**src/rtl/regfile_write_arbiter_pkg.sv**
```systemverilog
`default_nettype none
// ============================================================================
// Module   : regfile_write_arbiter_pkg
// Brief    : Shared widths, zero-register constant and write-request type.
// Revision : 1.0 - initial release
// ============================================================================
package regfile_write_arbiter_pkg;

    localparam int REG_ADDR_W = 5;
    localparam int DATA_W     = 32;

    localparam logic [REG_ADDR_W-1:0] ZERO_REG = 5'd0;

    typedef struct packed {
        logic                  valid;
        logic [REG_ADDR_W-1:0] rg;
        logic [DATA_W-1:0]     data;
    } wr_req_t;

    function automatic wr_req_t idle_req();
        wr_req_t r;
        r.valid = 1'b0;
        r.rg    = ZERO_REG;
        r.data  = '0;
        return r;
    endfunction

endpackage
`default_nettype wire

```
**src/rtl/regfile_write_arbiter_if.sv**
```systemverilog
`default_nettype none
// ============================================================================
// Module   : regfile_write_arbiter_if
// Brief    : Source ports, register-file write port and hazard query bundle.
// Revision : 1.0 - initial release
// ============================================================================
interface regfile_write_arbiter_if;
    import regfile_write_arbiter_pkg::*;

    logic                  a_valid;
    logic [REG_ADDR_W-1:0] a_rg;
    logic [DATA_W-1:0]     a_data;

    logic                  b_valid;
    logic                  b_ready;
    logic [REG_ADDR_W-1:0] b_rg;
    logic [DATA_W-1:0]     b_data;

    logic [REG_ADDR_W-1:0] write_rg;
    logic                  reg_write;
    logic [DATA_W-1:0]     write_data;

    logic [REG_ADDR_W-1:0] q_rg1;
    logic [REG_ADDR_W-1:0] q_rg2;
    logic                  q_hit1;
    logic                  q_hit2;
    logic [DATA_W-1:0]     q_data1;
    logic [DATA_W-1:0]     q_data2;

    logic                  stall_req;

    // The arbiter side: consumes both sources, owns the write port.
    modport master (
        input  a_valid, a_rg, a_data,
        input  b_valid, b_rg, b_data,
        output b_ready,
        output write_rg, reg_write, write_data,
        input  q_rg1, q_rg2,
        output q_hit1, q_hit2, q_data1, q_data2,
        output stall_req
    );

    modport slave (
        output a_valid, a_rg, a_data,
        output b_valid, b_rg, b_data,
        input  b_ready,
        input  write_rg, reg_write, write_data,
        output q_rg1, q_rg2,
        input  q_hit1, q_hit2, q_data1, q_data2,
        input  stall_req
    );

endinterface
`default_nettype wire

```
**src/rtl/regfile_write_arbiter_wb_fifo.sv**
```systemverilog
`default_nettype none
// ============================================================================
// Module   : regfile_write_arbiter_wb_fifo
// Brief    : Long-latency result FIFO with per-entry kill and youngest-match
//            hazard lookup.
// Revision : 1.0 - initial release
// ============================================================================
module regfile_write_arbiter_wb_fifo
    import regfile_write_arbiter_pkg::*;
#(
    parameter int DEPTH = 4
)
(
    input  logic                  clk,
    input  logic                  rst,
    input  logic                  push,
    input  logic [REG_ADDR_W-1:0] push_rg,
    input  logic [DATA_W-1:0]     push_data,
    input  logic                  pop,
    input  logic                  kill,
    input  logic [REG_ADDR_W-1:0] kill_rg,
    input  logic [REG_ADDR_W-1:0] q_rg1,
    input  logic [REG_ADDR_W-1:0] q_rg2,
    output logic                  full,
    output logic                  empty,
    output wr_req_t               head,
    output logic                  q_hit1,
    output logic                  q_hit2,
    output logic [DATA_W-1:0]     q_data1,
    output logic [DATA_W-1:0]     q_data2
);

    localparam int PTR_W = $clog2(DEPTH);

    logic [PTR_W:0]          r_wr_ptr;
    logic [PTR_W:0]          r_rd_ptr;
    logic [DEPTH-1:0]        r_valid;
    logic [REG_ADDR_W-1:0]   r_rg   [DEPTH];
    logic [DATA_W-1:0]       r_data [DEPTH];

    logic [PTR_W:0]          w_count;
    logic [PTR_W-1:0]        w_wr_idx;
    logic [PTR_W-1:0]        w_rd_idx;

    assign w_count  = r_wr_ptr - r_rd_ptr;
    assign w_wr_idx = r_wr_ptr[PTR_W-1:0];
    assign w_rd_idx = r_rd_ptr[PTR_W-1:0];
    assign full     = (w_count == (PTR_W+1)'(DEPTH));
    assign empty    = (r_wr_ptr == r_rd_ptr);

    assign head.valid = r_valid[w_rd_idx];
    assign head.rg    = r_rg[w_rd_idx];
    assign head.data  = r_data[w_rd_idx];

    // The push assignment comes last so an entry written this edge is never
    // caught by a kill issued in the same cycle.
    always_ff @(posedge clk) begin
        if (rst) begin
            r_wr_ptr <= '0;
            r_rd_ptr <= '0;
            r_valid  <= '0;
        end else begin
            if (kill) begin
                for (int i = 0; i < DEPTH; i++) begin
                    if (r_rg[i] == kill_rg) begin
                        r_valid[i] <= 1'b0;
                    end
                end
            end
            if (pop) begin
                r_rd_ptr <= r_rd_ptr + 1'b1;
            end
            if (push) begin
                r_valid[w_wr_idx] <= 1'b1;
                r_wr_ptr          <= r_wr_ptr + 1'b1;
            end
        end
    end

    always_ff @(posedge clk) begin
        if (push) begin
            r_rg[w_wr_idx]   <= push_rg;
            r_data[w_wr_idx] <= push_data;
        end
    end

    // Scan oldest to youngest so the last live match found wins.
    always_comb begin
        logic [PTR_W-1:0] v_idx;
        v_idx   = '0;
        q_hit1  = 1'b0;
        q_hit2  = 1'b0;
        q_data1 = '0;
        q_data2 = '0;
        for (int i = 0; i < DEPTH; i++) begin
            v_idx = w_rd_idx + PTR_W'(i);
            if (((PTR_W+1)'(i) < w_count) && r_valid[v_idx]) begin
                if ((q_rg1 != ZERO_REG) && (r_rg[v_idx] == q_rg1)) begin
                    q_hit1  = 1'b1;
                    q_data1 = r_data[v_idx];
                end
                if ((q_rg2 != ZERO_REG) && (r_rg[v_idx] == q_rg2)) begin
                    q_hit2  = 1'b1;
                    q_data2 = r_data[v_idx];
                end
            end
        end
    end

endmodule
`default_nettype wire

```
**src/rtl/regfile_write_arbiter.sv**
```systemverilog
`default_nettype none
// ============================================================================
// Module   : regfile_write_arbiter
// Brief    : Single write-port owner for the register file, merging pipeline
//            writeback with buffered long-latency results.
// Revision : 1.0 - initial release
// ============================================================================
module regfile_write_arbiter
    import regfile_write_arbiter_pkg::*;
#(
    parameter int DEPTH        = 4,
    parameter int STARVE_LIMIT = 8
)
(
    input  logic                   clk,
    input  logic                   rst,
    regfile_write_arbiter_if.master bus
);

    localparam int CNT_W = $clog2(STARVE_LIMIT + 1);
    localparam logic [CNT_W-1:0] CNT_MAX = CNT_W'(STARVE_LIMIT);

    logic             w_full;
    logic             w_empty;
    wr_req_t          w_head;
    logic             w_a_issue;
    logic             w_push;
    logic             w_pop;
    wr_req_t          w_next;
    logic [CNT_W-1:0] w_cnt_next;

    wr_req_t          r_out;
    logic [CNT_W-1:0] r_cnt;
    logic             r_stall;

    assign w_a_issue   = bus.a_valid && (bus.a_rg != ZERO_REG);
    assign bus.b_ready = !w_full && !rst;
    assign w_push      = bus.b_valid && bus.b_ready && (bus.b_rg != ZERO_REG);

    // A stalled head would pop ahead of A, but an A that arrives anyway wins;
    // both cases reduce to "pop whenever A is not issuing".
    assign w_pop = !w_a_issue && !w_empty;

    regfile_write_arbiter_wb_fifo #(
        .DEPTH (DEPTH)
    ) u_wb_fifo (
        .clk       (clk),
        .rst       (rst),
        .push      (w_push),
        .push_rg   (bus.b_rg),
        .push_data (bus.b_data),
        .pop       (w_pop),
        .kill      (w_a_issue),
        .kill_rg   (bus.a_rg),
        .q_rg1     (bus.q_rg1),
        .q_rg2     (bus.q_rg2),
        .full      (w_full),
        .empty     (w_empty),
        .head      (w_head),
        .q_hit1    (bus.q_hit1),
        .q_hit2    (bus.q_hit2),
        .q_data1   (bus.q_data1),
        .q_data2   (bus.q_data2)
    );

    // A killed head still takes its slot but leaves the write port idle.
    always_comb begin
        w_next = idle_req();
        if (w_a_issue) begin
            w_next.valid = 1'b1;
            w_next.rg    = bus.a_rg;
            w_next.data  = bus.a_data;
        end else if (w_pop && w_head.valid) begin
            w_next = w_head;
        end
    end

    always_comb begin
        w_cnt_next = r_cnt;
        if (w_empty || w_pop) begin
            w_cnt_next = '0;
        end else if (r_cnt != CNT_MAX) begin
            w_cnt_next = r_cnt + 1'b1;
        end
    end

    always_ff @(posedge clk) begin
        if (rst) begin
            r_out   <= idle_req();
            r_cnt   <= '0;
            r_stall <= 1'b0;
        end else begin
            r_out   <= w_next;
            r_cnt   <= w_cnt_next;
            r_stall <= (w_cnt_next == CNT_MAX);
        end
    end

    assign bus.reg_write  = r_out.valid;
    assign bus.write_rg   = r_out.rg;
    assign bus.write_data = r_out.data;
    assign bus.stall_req  = r_stall;

endmodule
`default_nettype wire
```
**src/flat_wrapper.sv**
```systemverilog
// flat-port wrapper written by rule: the top's interface ports become plain ports
module regfile_write_arbiter_flat import regfile_write_arbiter_pkg::*;
#(
    parameter int DEPTH        = 4,
    parameter int STARVE_LIMIT = 8
)
  (clk, rst, bus_a_valid, bus_a_rg, bus_a_data, bus_b_valid, bus_b_rg, bus_b_data, bus_b_ready, bus_write_rg, bus_reg_write, bus_write_data, bus_q_rg1, bus_q_rg2, bus_q_hit1, bus_q_hit2, bus_q_data1, bus_q_data2, bus_stall_req);
  regfile_write_arbiter_if bus_i ();
  input  logic clk;
  input  logic rst;
  input wire logic [$bits(bus_i.a_valid)-1:0] bus_a_valid;
  input wire logic [$bits(bus_i.a_rg)-1:0] bus_a_rg;
  input wire logic [$bits(bus_i.a_data)-1:0] bus_a_data;
  input wire logic [$bits(bus_i.b_valid)-1:0] bus_b_valid;
  input wire logic [$bits(bus_i.b_rg)-1:0] bus_b_rg;
  input wire logic [$bits(bus_i.b_data)-1:0] bus_b_data;
  output wire logic [$bits(bus_i.b_ready)-1:0] bus_b_ready;
  output wire logic [$bits(bus_i.write_rg)-1:0] bus_write_rg;
  output wire logic [$bits(bus_i.reg_write)-1:0] bus_reg_write;
  output wire logic [$bits(bus_i.write_data)-1:0] bus_write_data;
  input wire logic [$bits(bus_i.q_rg1)-1:0] bus_q_rg1;
  input wire logic [$bits(bus_i.q_rg2)-1:0] bus_q_rg2;
  output wire logic [$bits(bus_i.q_hit1)-1:0] bus_q_hit1;
  output wire logic [$bits(bus_i.q_hit2)-1:0] bus_q_hit2;
  output wire logic [$bits(bus_i.q_data1)-1:0] bus_q_data1;
  output wire logic [$bits(bus_i.q_data2)-1:0] bus_q_data2;
  output wire logic [$bits(bus_i.stall_req)-1:0] bus_stall_req;
  assign bus_i.a_valid = bus_a_valid;
  assign bus_i.a_rg = bus_a_rg;
  assign bus_i.a_data = bus_a_data;
  assign bus_i.b_valid = bus_b_valid;
  assign bus_i.b_rg = bus_b_rg;
  assign bus_i.b_data = bus_b_data;
  assign bus_b_ready = bus_i.b_ready;
  assign bus_write_rg = bus_i.write_rg;
  assign bus_reg_write = bus_i.reg_write;
  assign bus_write_data = bus_i.write_data;
  assign bus_i.q_rg1 = bus_q_rg1;
  assign bus_i.q_rg2 = bus_q_rg2;
  assign bus_q_hit1 = bus_i.q_hit1;
  assign bus_q_hit2 = bus_i.q_hit2;
  assign bus_q_data1 = bus_i.q_data1;
  assign bus_q_data2 = bus_i.q_data2;
  assign bus_stall_req = bus_i.stall_req;
  regfile_write_arbiter #(.DEPTH(DEPTH), .STARVE_LIMIT(STARVE_LIMIT)) u_core (.clk(clk), .rst(rst), .bus(bus_i));
endmodule
```
**config.mk**
```make
export PLATFORM = sky130hd
export DESIGN_NAME = regfile_write_arbiter_flat
export DESIGN_NICKNAME = d
export VERILOG_FILES = /design/src/rtl/regfile_write_arbiter_pkg.sv /design/src/rtl/regfile_write_arbiter_if.sv /design/src/rtl/regfile_write_arbiter_wb_fifo.sv /design/src/rtl/regfile_write_arbiter.sv /design/src/flat_wrapper.sv
export SDC_FILE = /design/constraint.sdc
export NUM_CORES = 1
export LEC_CHECK = 0
export CAP_MARGIN = 20
export CORE_ASPECT_RATIO = 1.1
export CORE_MARGIN = 2
export CORE_UTILIZATION = 39
export CTS_CLUSTER_DIAMETER = 150
export DETAILED_ROUTE_END_ITERATION = 12
export GPL_TIMING_DRIVEN = 0
export PLACE_DENSITY = 0.73
export SLEW_MARGIN = 5
export SYNTH_ARGS = -nofsm -noshare
export SYNTH_HDL_FRONTEND = slang
export SYNTH_SLANG_ARGS = --single-unit
```
**constraint.sdc**
```tcl
create_clock -name clk -period 3.9 [get_ports clk]
set_clock_uncertainty 0.15 [all_clocks]
set_input_delay 0.39 -clock clk [delete_from_list [all_inputs] [get_ports clk]]
set_output_delay 0.39 -clock clk [all_outputs]
set_load 0.05 [all_outputs]
```
==> impl_metrics.toml <==
[floorplan]
initial_core_util_pct = 39.62
die_h_um = 196.8
dieArea_um2 = 35300
placementRows = 70
ios = 194
core_area_um2 = 33280
die_x_um = 179.3

[grt]
use_met3_pct = 6.250
grt_pass1_vias = 11290
grt_pass1_wl_um = 70370
grt_max_degree = 31
busiest_layer = "met2"
gr-total-overflow = 0
grtUsageTotal_pct = 26.82
antenna_found_initial = 2
grt_util_met1_pct = 33.90
gr-usage-met2_pct = 42.42

[routing]
routed_wl_um = 49060
via_per_inst = 6.582
wl_per_cell_um = 28.26
drc = 0
drt_iter0_drc = 1559
firstDrtPassIters = 6
drtAntennaViolNets = 0
vias = 11430

[sta]
max_freq_ghz = 0.2375
slew_headroom_pct = 21.02
drv_slew = 0
period_share_pct = 108.0
finalSetupViolCount = 65
period_needed_ns = 4.211
tightest_slew_ns = 1.185
grt_setup_unrepaired = "true"
worst_slack_ns = -0.3109
hold_viol_final = 0

[logic_synthesis]
syn-num-nets = 1116
synth_compound_area_share_pct = 14.74
yosys.area.top_type_share_pct = 33.71
syn-cell-area_um2 = 13190
synth_top_family_by_area = "multiplexers"
synthAdderAreaFrac_pct = 1.006
synth-edff-count = 148
ys_top_cells_by_area = "edfxtp_1, mux4_2, dfxtp_1"
synth-seq-cells = 203
yosys.area_share.simple_pct = 7.772
synth_xor_area_share_pct = 4.099
avgSynthCellArea_um2 = 12.95
yosys.area.top_type = "edfxtp_1"
seq_area_frac_synth_pct = 42.06
synth_cell_types = 60
ys_warn_count = 0
synth_flop_cell = "edfxtp_1"
synthArstFlopShare_pct = 0
syn_inst = 1018
synthMuxAreaShare_pct = 26.07

[placed_design]
gp_congestion = 0.9317
dpl_cell_area_um2 = 15610
numPortBuffers = 177
dp_hpwl_um = 32860
dp_cells = 1631

[clock_network]
cts_tree = "built"
cts_buffers = 23
holdBufCountCts = 0
cts.sinks = 203
cts_root_buf = "clkbuf_16"
clkLatencyLatePin_ns = 0.52
htreeDepth = 1
clockBufferDepth = 3
path_clk_slew_ns = 0.06

[power_and_ir_drop]
p_int_mw = 5.283
p_leak_nw = 6.084
p_clk_share_pct = 27.3
p_comb_share_pct = 41.8
switching_power_mw = 2.821
vdd_drop_max_v = 0.0003497
p_per_area_nw_per_um2 = 435.0
power.share.sequential_pct = 30.9
p_sw_share_pct = 34.81

[setup_path]
crit_path_top_delay_cell = "mux4_2"
crit_fanout = 6
rr_endpoint = "u_core.bus.write_data[26]"
cp_cell_sequence = "ha_4 > buf_8 > buf_12 > mux4_2 > and2_4 > o21a_4 > a211oi_4 > buf_12 > buf_8 > a22oi_2 > a221oi_4 > buf_6"
arrival_ns = 3.67
cpPeakStageDelay_ns = 0.58
cp.required_ns = 3.36
start_kind = "flip-flop"
r2r_slack_ns = 0.15
ff2ff_path_depth = 11
reg2reg_from = "u_core.u_wb_fifo.r_rd_ptr[1]"
timing.setup.critical_path_class = "flip-flop to primary output"
cp-end-kind = "primary output"

[finish]
finalInstanceArea_um2 = 18630
final_cell_mix = "edfxtp_1, mux4_2, clkdlybuf4s50_1"
final_nets = 1386
drive_gt1_share_pct = 41.95
instances_no_fill = 1736
syn_to_final_growth_pct = 41.29
layout_commonest_cell = "edfxtp_1"
fin_util_pct = 55.97
n_antenna_cell = 0

[status]
violations = "setup timing"
status = "complete, but fails checks"

[hold_path]
hold_path_class = "input pin to flip-flop"
holdPathEnd = "u_core.u_wb_fifo.r_valid[3]"
hold_path_startpoint = "rst"
hold_depth = 2

[job]
max_cap_viol_count = 0
[Yosys cell counts, drive strengths merged (2+ instances only)]
library cell / number
or4: 4
o221a: 14
buf: 48
edfxtp: 148
xnor2: 42
a22oi: 34
a311oi: 2
a31oi: 17
and4: 2
mux2: 33
nand2b: 7
and2: 8
or2: 6
nand4: 5
nor4: 6
a211oi: 4
nand2: 58
o21ai: 47
mux4: 120
nor3: 12
or3: 5
a211o: 2
nor2b: 3
a221oi: 46
and3: 15
mux2i: 34
a22o: 40
nand3: 9
dfxtp: 55
xor2: 17
clkbuf: 46
nor2: 72
ha: 9
a21oi: 8
o22ai: 2
o41ai: 4
inv: 22
o21a: 4
[logic make-up (layout without fill, tap and decap cells)]
group / after synthesis / after routing
compound gates: 229 / 229
xor+xnor: 60 / 60
fa+ha+maj: 10 / 10
buf+inv: 116 / 402
flops: 203 / 203
mux: 187 / 187
simple gates: 213 / 213
[final cells by class]
class                   count  area, µm²
repair buffers            249       2779
plain buffers              90      794.5
clock inverters             9      127.6
flip-flops and latches    203       5555
clock buffers              32      639.4
well taps                 432      540.5
inverters                  22      82.58
multi-input cells         699       8110
fillers                  2593      14650
[routing by layer]
metal,part of all wire [%],wire length [µm]
met4,5.8,2861
met5,0.061,30
met2,47,22860
met1,36,17510
met3,12,5792
[how the worst max path moves through the flow]
stage,startpoint,endpoint,slack (ns)
after floorplan,u_core.u_wb_fifo.r_rd_ptr[0],bus_q_data1[4],-0.41
after global placement,u_core.u_wb_fifo.r_rd_ptr[1],bus_q_data1[4],-1.40
after detailed placement,u_core.u_wb_fifo.r_rd_ptr[0],bus_q_data1[4],-1.41
after CTS,u_core.u_wb_fifo.r_rd_ptr[0],bus_q_data1[15],-0.26
after global routing,u_core.u_wb_fifo.r_rd_ptr[0],bus_q_data2[23],-0.34
final,u_core.u_wb_fifo.r_rd_ptr[0],bus_q_data1[15],-0.31
[worst max-delay path, delay by kind of cell, from the launching register on]
kind,cells,cell delay [ns]
AO/OA/AOI/OAI,4,0.92
flip-flops,1,0.37
buffers and inverters,5,0.78
adder cells (fa/ha/maj),1,0.28
multiplexers,1,0.58
AND/OR/NAND/NOR,1,0.22
[flip-flops by register name (all words and copies together), names as in the netlist, named ones only]
signal                     flops
u_core.bus.stall_req           1
u_core.bus.write_data         32
u_core.u_wb_fifo.r_data      128
u_core.u_wb_fifo.r_rd_ptr      3
u_core.u_wb_fifo.r_wr_ptr      3
u_core.bus.write_rg            5
u_core.u_wb_fifo.r_valid       4
u_core.bus.reg_write           1
u_core.r_cnt                   4
u_core.u_wb_fifo.r_rg         20
[power groups by stage]
stage	combinational (mW)	sequential (mW)	clock (mW)
after floorplan	1.94	2.60	0
after global placement	2.76	2.54	0
after detailed placement	2.80	2.54	0
after CTS	3.20	2.50	2.24
after global routing	3.52	2.51	2.32
final	3.39	2.51	2.21
[timing repair]
action | 4_1_cts | 5_1_grt
pin swaps | 62 | 39
gates cloned | 8 | 1
resized for setup | 717 | 73
setup buffers | 42 | 17
endpoints found under the setup margin | 93 | 66
[stage by stage]
| step | setup slack (ns) | setup TNS [ns] | hold slack, ns | total power [mW] |
|---|---|---|---|---|
| floorplan | -0.4104 | -5.123 | 0.3161 | 4.544 |
| global placement | -1.400 | -117.57 | 0.3619 | 5.304 |
| detailed placement | -1.409 | -77.91 | 0.3611 | 5.346 |
| CTS | -0.2586 | -11.17 | 0.1026 | 7.937 |
| global route | -0.3435 | -16.27 | 0.1205 | 8.356 |
| finish | -0.3109 | -14.31 | 0.1128 | 8.104 |
Note: power is estimated with default switching activity, not from simulation.
